--- src/rtl/seq_pattern_tx.sv ---
// Serial frame transmitter: sends a fixed sync pattern and then a parallel payload, MSB first, on x.
// Define SEQ_TX_PARITY_EN to append one even-parity bit after the payload.
module seq_pattern_tx #(
    parameter int                SYNC_W = 4,
    parameter logic [SYNC_W-1:0] SYNC   = 4'b1011,
    parameter int                DATA_W = 8
) (
    input  logic              clk,
    input  logic              reset,
    input  logic              start,
    input  logic [DATA_W-1:0] data_in,
    output logic              ready,
    output logic              x,
    output logic              valid,
    output logic              done
);

    localparam int MAX_LEN = (SYNC_W > DATA_W) ? SYNC_W : DATA_W;
    localparam int CNT_W   = (MAX_LEN > 1) ? $clog2(MAX_LEN) : 1;

`ifdef SEQ_TX_PARITY_EN
    localparam bit PAR_EN = 1'b1;
`else
    localparam bit PAR_EN = 1'b0;
`endif

    // A one-bit payload makes the first data bit also the last bit of the frame.
    localparam bit DATA_LAST_ON_ENTRY = !PAR_EN && (DATA_W == 1);

`ifdef SEQ_TX_PARITY_EN
    typedef enum logic [1:0] {ST_IDLE, ST_SYNC, ST_DATA, ST_PAR} state_t;
`else
    typedef enum logic [1:0] {ST_IDLE, ST_SYNC, ST_DATA} state_t;
`endif

    state_t            state_reg;
    logic [CNT_W-1:0]  cnt_reg;
    logic [DATA_W-1:0] shift_reg;
    logic [SYNC_W-1:0] sync_reg;
`ifdef SEQ_TX_PARITY_EN
    logic              par_reg;
`endif

    // Outputs are registered and always hold the bit that belongs to the current cycle.
    always_ff @(posedge clk or posedge reset) begin
        if (reset) begin
            state_reg <= ST_IDLE;
            cnt_reg   <= '0;
            shift_reg <= '0;
            sync_reg  <= '0;
`ifdef SEQ_TX_PARITY_EN
            par_reg   <= 1'b0;
`endif
            x         <= 1'b0;
            valid     <= 1'b0;
            done      <= 1'b0;
            ready     <= 1'b1;
        end else if (start && ready) begin
            // Accepted from IDLE or from the last-bit cycle of the previous frame.
            state_reg <= ST_SYNC;
            cnt_reg   <= CNT_W'(SYNC_W - 1);
            shift_reg <= data_in;
            sync_reg  <= SYNC << 1;
`ifdef SEQ_TX_PARITY_EN
            par_reg   <= ^data_in;
`endif
            x         <= SYNC[SYNC_W-1];
            valid     <= 1'b1;
            done      <= 1'b0;
            ready     <= 1'b0;
        end else begin
            case (state_reg)
                ST_SYNC: begin
                    if (cnt_reg == '0) begin
                        state_reg <= ST_DATA;
                        cnt_reg   <= CNT_W'(DATA_W - 1);
                        x         <= shift_reg[DATA_W-1];
                        shift_reg <= shift_reg << 1;
                        done      <= DATA_LAST_ON_ENTRY;
                        ready     <= DATA_LAST_ON_ENTRY;
                    end else begin
                        cnt_reg   <= cnt_reg - 1'b1;
                        x         <= sync_reg[SYNC_W-1];
                        sync_reg  <= sync_reg << 1;
                    end
                end
                ST_DATA: begin
                    if (cnt_reg == '0) begin
`ifdef SEQ_TX_PARITY_EN
                        state_reg <= ST_PAR;
                        x         <= par_reg;
                        done      <= 1'b1;
                        ready     <= 1'b1;
`else
                        state_reg <= ST_IDLE;
                        x         <= 1'b0;
                        valid     <= 1'b0;
                        done      <= 1'b0;
                        ready     <= 1'b1;
`endif
                    end else begin
                        cnt_reg   <= cnt_reg - 1'b1;
                        x         <= shift_reg[DATA_W-1];
                        shift_reg <= shift_reg << 1;
                        done      <= !PAR_EN && (cnt_reg == CNT_W'(1));
                        ready     <= !PAR_EN && (cnt_reg == CNT_W'(1));
                    end
                end
`ifdef SEQ_TX_PARITY_EN
                ST_PAR: begin
                    state_reg <= ST_IDLE;
                    x         <= 1'b0;
                    valid     <= 1'b0;
                    done      <= 1'b0;
                    ready     <= 1'b1;
                end
`endif
                default: begin
                    state_reg <= ST_IDLE;
                    x         <= 1'b0;
                    valid     <= 1'b0;
                    done      <= 1'b0;
                    ready     <= 1'b1;
                end
            endcase
        end
    end

endmodule

--- config.mk ---
export PLATFORM = sky130hd
export DESIGN_NAME = seq_pattern_tx
export DESIGN_NICKNAME = d
export VERILOG_FILES = /design/src/rtl/seq_pattern_tx.sv
export SDC_FILE = /design/constraint.sdc
export NUM_CORES = 1
export LEC_CHECK = 0
export ABC_AREA = 1
export CAP_MARGIN = 10
export CORE_ASPECT_RATIO = 0.75
export CORE_MARGIN = 2
export CORE_UTILIZATION = 25
export CTS_BUF_LIST = sky130_fd_sc_hd__clkbuf_8
export CTS_CLUSTER_DIAMETER = 100
export CTS_CLUSTER_SIZE = 12
export DETAILED_ROUTE_END_ITERATION = 8
export MAX_ROUTING_LAYER = met4
export PLACE_DENSITY_LB_ADDON = 0.05
export SLEW_MARGIN = 0
export SYNTH_ARGS = -nofsm -noshare
export SYNTH_HDL_FRONTEND = slang
export SYNTH_SLANG_ARGS = --single-unit
--- constraint.sdc ---
create_clock -name clk -period 1.16 [get_ports clk]
set_input_delay 0.232 -clock clk [delete_from_list [all_inputs] [get_ports clk]]
set_output_delay 0.232 -clock clk [all_outputs]
set_load 0.01 [all_outputs]
# --- Yosys cells after proc, flatten, opt, wreduce, memory -nomap -nowiden ---
# Cells that the tools add are included.
word_totals:
  output_inout_bits: 4
  inputBits: 11
  ff_bits: 21
  elab_cells: 54
op_classes:
  add_sub_neg: 1
  mux: 28
  reduce_logical: 9
  eq_ne: 8
op_table:
  columns: ["cell", "count"]
  rows:
  - ["$mux W8", 3]
  - ["$pmux W8 S2", 1]
  - ["$mux W4", 3]
  - ["$mux W1", 9]
  - ["$mux W3", 3]
  - ["$ne A3 B3 Y1 const B", 3]
  - ["$pmux W1 S2", 4]
  - ["$reduce_and A2 Y1", 4]
  - ["$mux W2", 3]
  - ["$pmux W3 S2", 1]
  - ["$ne A2 B2 Y1 const B", 2]
  - ["$pmux W2 S2", 1]
  - ["$eq A3 B1 Y1 const B", 1]
  - ["$logic_not A3 Y1", 1]
  - ["$reduce_and A3 Y1", 1]
  - ["$reduce_bool A3 Y1", 1]
  - ["$sub A3 B1 Y3 const B", 1]
  - ["$eq A2 B1 Y1 const B", 1]
  - ["$eq A2 B2 Y1 const B", 1]
  - ["$reduce_bool A2 Y1", 1]
  - ["$logic_and A1 B1 Y1", 1]

# --- Logic depth before layout (Yosys ltp) ---
logic_depth:
  ltp_word: 4
  depth_mapped: 9
  mapped_depth_nobuf: 9

# --- Worst setup path after synthesis ---
# Ideal clock, no wire load.
synth_timing:
  path_type: "register -> register"
  from: "reg state_reg[0]"
  to: "reg shift_reg[1]"
  slack_ps: -126
  path_buffers: 1
  setup_ps: 117
  t_arrival_ps: 1170
  required_ps: 1043
  stages_incl_launch_ff: 9
  path_cell_list: "dfrtp_1 > ha_1 > inv_2 > nor2_2 > nor2_4 > nand2_4 > buf_6 > nand3_1 > nand2_1"
synth_between:
  elab_chain_len: 3
synth_rtl:
  columns: ["item", "line", "source"]
  rows:
  - ["from (decl)", "36", "state_t state_reg;"]
  - ["from (signal assigned)", "47", "state_reg <= ST_IDLE;"]
  - ["from (signal assigned)", "60", "state_reg <= ST_SYNC;"]
  - ["from (signal assigned)", "75", "state_reg <= ST_DATA;"]
  - ["$eq A2 B2 Y1 or $eq A2 B1 Y1 (tied branches)", "72", "case (state_reg)"]
  - ["$ne A3 B3 Y1 (no line), or another cell as far along", null, null]
  - ["$reduce_and A3 Y1 (no line) or $mux W8 (tied branches)", null, null]
  - ["to (signal assigned)", "62", "shift_reg <= data_in;"]
  - ["to (signal assigned)", "78", "shift_reg <= shift_reg << 1;"]
  - ["to (signal assigned)", "104", "shift_reg <= shift_reg << 1;"]
  - ["to (decl)", "38", "logic [DATA_W-1:0] shift_reg;"]
# Parallel ways exist; a longest one is shown, timed or not.
# A chain may end at the register's enable or synchronous reset.

# --- Final worst setup path ---
layout_timing:
  from: "reg state_reg[1]"
  to: "reg cnt_reg[0]"
layout_between:
  elab_chain_len: 3
layout_rtl:
  columns: ["item", "line", "source"]
  rows:
  - ["$eq A2 B2 Y1 or $eq A2 B1 Y1 (tied branches)", "72", null]
  - ["$pmux W3 S2, or another cell as far along", "72", null]
  - ["$mux W3 or $reduce_and A2 Y1 (tied branches)", null, null]
  - ["to (signal assigned)", "61", "cnt_reg <= CNT_W'(SYNC_W - 1);"]
  - ["to (signal assigned)", "76", "cnt_reg <= CNT_W'(DATA_W - 1);"]
  - ["to (signal assigned)", "82", "cnt_reg <= cnt_reg - 1'b1;"]
  - ["to (decl)", "37", "logic [CNT_W-1:0] cnt_reg;"]
# Parallel ways exist; a longest one is shown, timed or not.

==> reports/metrics.csv <==
stage;metric;value;unit
sta;Fin Hold WS;265.0;ps
setup_path;critical path endpoint category;register;
logic_synthesis;share of synthesized flip-flops with an asynchronous set or reset;1.000;
logic_synthesis;compound-gate portion of the synthesized area;0.04000;
floorplanning;Core ar.;0.004129;mm²
placement;pre-CTS WS;-312.5;ps
logic_synthesis;Post-Synth Adder-Cell Area;0.05714;
sta;final worst-path cycle share;1.170;
logic_synthesis;post-synthesis average cell area;7.603;µm²
cts;clock slew at reported path FFs;80;ps
run_status;violated checks;setup timing;
power;Int Pwr;2627;µW
logic_synthesis;Synthesized Nets;160;
placement;Port Buffers;14;
floorplanning;# IOs;15;
power;clock share of power;0.101;
sta;Pins Over Slew Limit;0;
logic_synthesis;Syn Std Cell Area;0.001095;mm²
power;peak supply drop;0.001306;V
sta;min Tclk post-route;1357;ps
power;Sequential Power Share;0.261;
setup_path;CP max FO;7;
setup_path;Crit Path Class;register to register;
global_routing;M2 GR Usage;0.1940;
sta;RSZ-0062 raised after global routing;yes;
global_routing;GRT Total Usage;0.1299;
cts;CTS root buffer;clkbuf_8;
cts;CTS HTree Levels;1;
cts;clock latency on the worst-skew pair;260;ps
finish;non-filler cells in the finished layout;242;
placement;placed cell count;232;
floorplanning;Initial Util;0.2652;
job;MaxCap Viol Count;0;
routing;Detail Route Antenna Nets;0;
logic_synthesis;Netlist cell types;21;
finish;most common cell after layout, fill and taps aside;nand2_1;
global_routing;vias in the first global route;965;
sta;Achievable Freq;0.7369;GHz
logic_synthesis;Yosys warning count;0;
finish;most frequent cells in the layout;63 x nand2_1, 18 x dfrtp_1, 16 x buf_4;
global_routing;GRT overflow;0;
setup_path;Critical Path RT;1350;ps
placement;GP Congestion;0.8165;
logic_synthesis;register area share after synthesis;0.4583;
power;LEAKAGE;0.0008689;µW
placement;DP HPWL;1.992;mm
finish;layout cell share with drive strength beyond 1;0.3476;
logic_synthesis;largest family of logic cells by synthesized area;simple AND/OR/NAND/NOR gates;
finish;area delta synth->final;58.29;%
logic_synthesis;simple-gate share of the synthesized area;0.3783;
global_routing;GRT met1 Usage;0.1793;
global_routing;M3 GR Usage;0.03226;
power;Tot Pwr;4553;µW
setup_path;crit path DAT;1550;ps
finish;nets@finish;204;
floorplanning;row cnt;20;
finish;# diodes;0;
global_routing;largest net degree at the start of global routing;16;
cts;Num CTS Buffers;3;
logic_synthesis;Post-synth EDFFs;0;
routing;1st-pass router iterations;4;
routing;detail-routed via count per cell;4.231;
routing;wire per inst;11.35;µm
cts;CTS Buffer Depth;2;
sta;worst-margin pin slew;187.6;ps
floorplanning;Die H;61.31;µm
finish;Core Util, Final;0.4197;
power;Sw Share;0.4229;
floorplanning;Die Wd;80.41;µm
cts;CTS tree;yes;
cts;CTS sink cnt;20;
routing;residual DRC count;0;
global_routing;busiest grt layer;met2;
worst_hold_path;Min-Delay Path Class;input port to asynchronous set/reset pin;
routing;final WL;2.747;mm
routing;via count;1024;
routing;1st-iter DRT viols;65;
sta;Hold Vio Cnt, Final;0;
power;combinational share of power;0.638;
logic_synthesis;Yosys reg bits;20;
logic_synthesis;xor and xnor area share after synthesis;0;
sta;final worst slack;-197.0;ps
cts;Post-CTS Hold Buffers;0;
logic_synthesis;Synth Instances;144;
setup_path;crit start category;register;
logic_synthesis;Main synth FF type;dfrtp_1;
power;Switch Pwr;1926;µW
global_routing;first-pass GRT wire length;4.705;mm
power;PD cells;2627;mW/mm²
floorplanning;die area;0.004930;mm²
sta;setup violators final;20;
sta;Final Skew;8.620;ps
run_status;status;finished, violations left;
finish;Largest register FFs;8;
global_routing;initial antenna violation count;0;
logic_synthesis;post-synthesis mux area share;0;
sta;Max-slew headroom;0.8745;
## logic make-up after synthesis
kind of cell,Yosys count
adder cells (fa/ha/maj),5
AND/OR/NAND/NOR,95
buffers and inverters,16
AO/OA/AOI/OAI,8
flip-flops,20
## through the flow
| stage | setup TNS [ps] | instance area (µm²) |
|---|---|---|
| 2_1_floorplan | -778.7 | 1137 |
| 3_3_place_gp | -5088 | 1500 |
| 3_5_place_dp | -5321 | 1500 |
| 4_1_cts | -2354 | 1683 |
| 5_1_grt | -3954 | 1733 |
| 6_report | -2459 | 1733 |
## power groups by stage
stage                     Combinational [µW]  Clock (µW)  Sequential, µW
after global routing                    3230         521            1230
final                                   2910         461            1190
after floorplan                         1390           0            1190
after global placement                  2260           0            1190
after detailed placement                2250           0            1190
after CTS                               2740         487            1180
## path summary, 6_finish.rpt
| path | startpoint | end | slack [ps] | cells after the start |
|---|---|---|---|---|
| max | state_reg[1] | cnt_reg[0] | -200 | 8 |
| min | reset | sync_reg[1] | 270 | 3 |
| max reg2reg | state_reg[1] | cnt_reg[0] | -200 | 8 |
| min reg2reg | shift_reg[2] | shift_reg[2] | 470 | 2 |
| max in group asynchronous | reset | state_reg[0] | 670 | 3 |
| min in group clk | shift_reg[2] | shift_reg[2] | 470 | 2 |
## routing by layer
| layer | part of all wire | vias up | wire, µm |
|---|---|---|---|
| met5 | 0 | - | 0 |
| met4 | 0.0098 | 0 | 27 |
| met3 | 0.033 | 2 | 90 |
| met2 | 0.45 | 19 | 1224 |
| met1 | 0.51 | 465 | 1405 |
| li1 | - | 538 | - |
## cell type report
type	count	area, µm²
Fill cell	445	2396
Tap cell	55	68.82
Clock buffer	3	41.29
Multi-Input combinational cell	109	671.9
Timing Repair Buffer	41	387.9
Sequential cell	20	503.0
Clock inverter	1	3.754
Inverter	13	56.30
## synth_stat cells (2+ instances only)
cell | number | area share
o21ai_1 | 2 | 0.0091
nand2_4 | 2 | 0.021
nand3_1 | 14 | 0.064
nand2_1 | 66 | 0.23
o21ai_0 | 2 | 0.0091
dfrtp_1 | 19 | 0.43
nor2_2 | 2 | 0.011
ha_1 | 5 | 0.057
nand2_2 | 4 | 0.023
inv_1 | 10 | 0.034
a21oi_1 | 2 | 0.0091
nor2_1 | 5 | 0.017
inv_2 | 3 | 0.010
## repair_timing
action                                  in CTS  in global routing
gates cloned                                 1                  0
endpoints found under the setup margin      24                 23
pin swaps                                   11                 16
setup buffers                                3                  5
gates resized for setup                     35                 13
## worst max-delay path: stages (launching register included)
cell	delay, ps
dfrtp_1	430
inv_2	70
ha_4	170
inv_4	80
nor2_4	40
nor2_4	160
nand2_4	110
buf_6	130
o21ai_2	100
No activity file was read; power rests on OpenSTA's default activity.
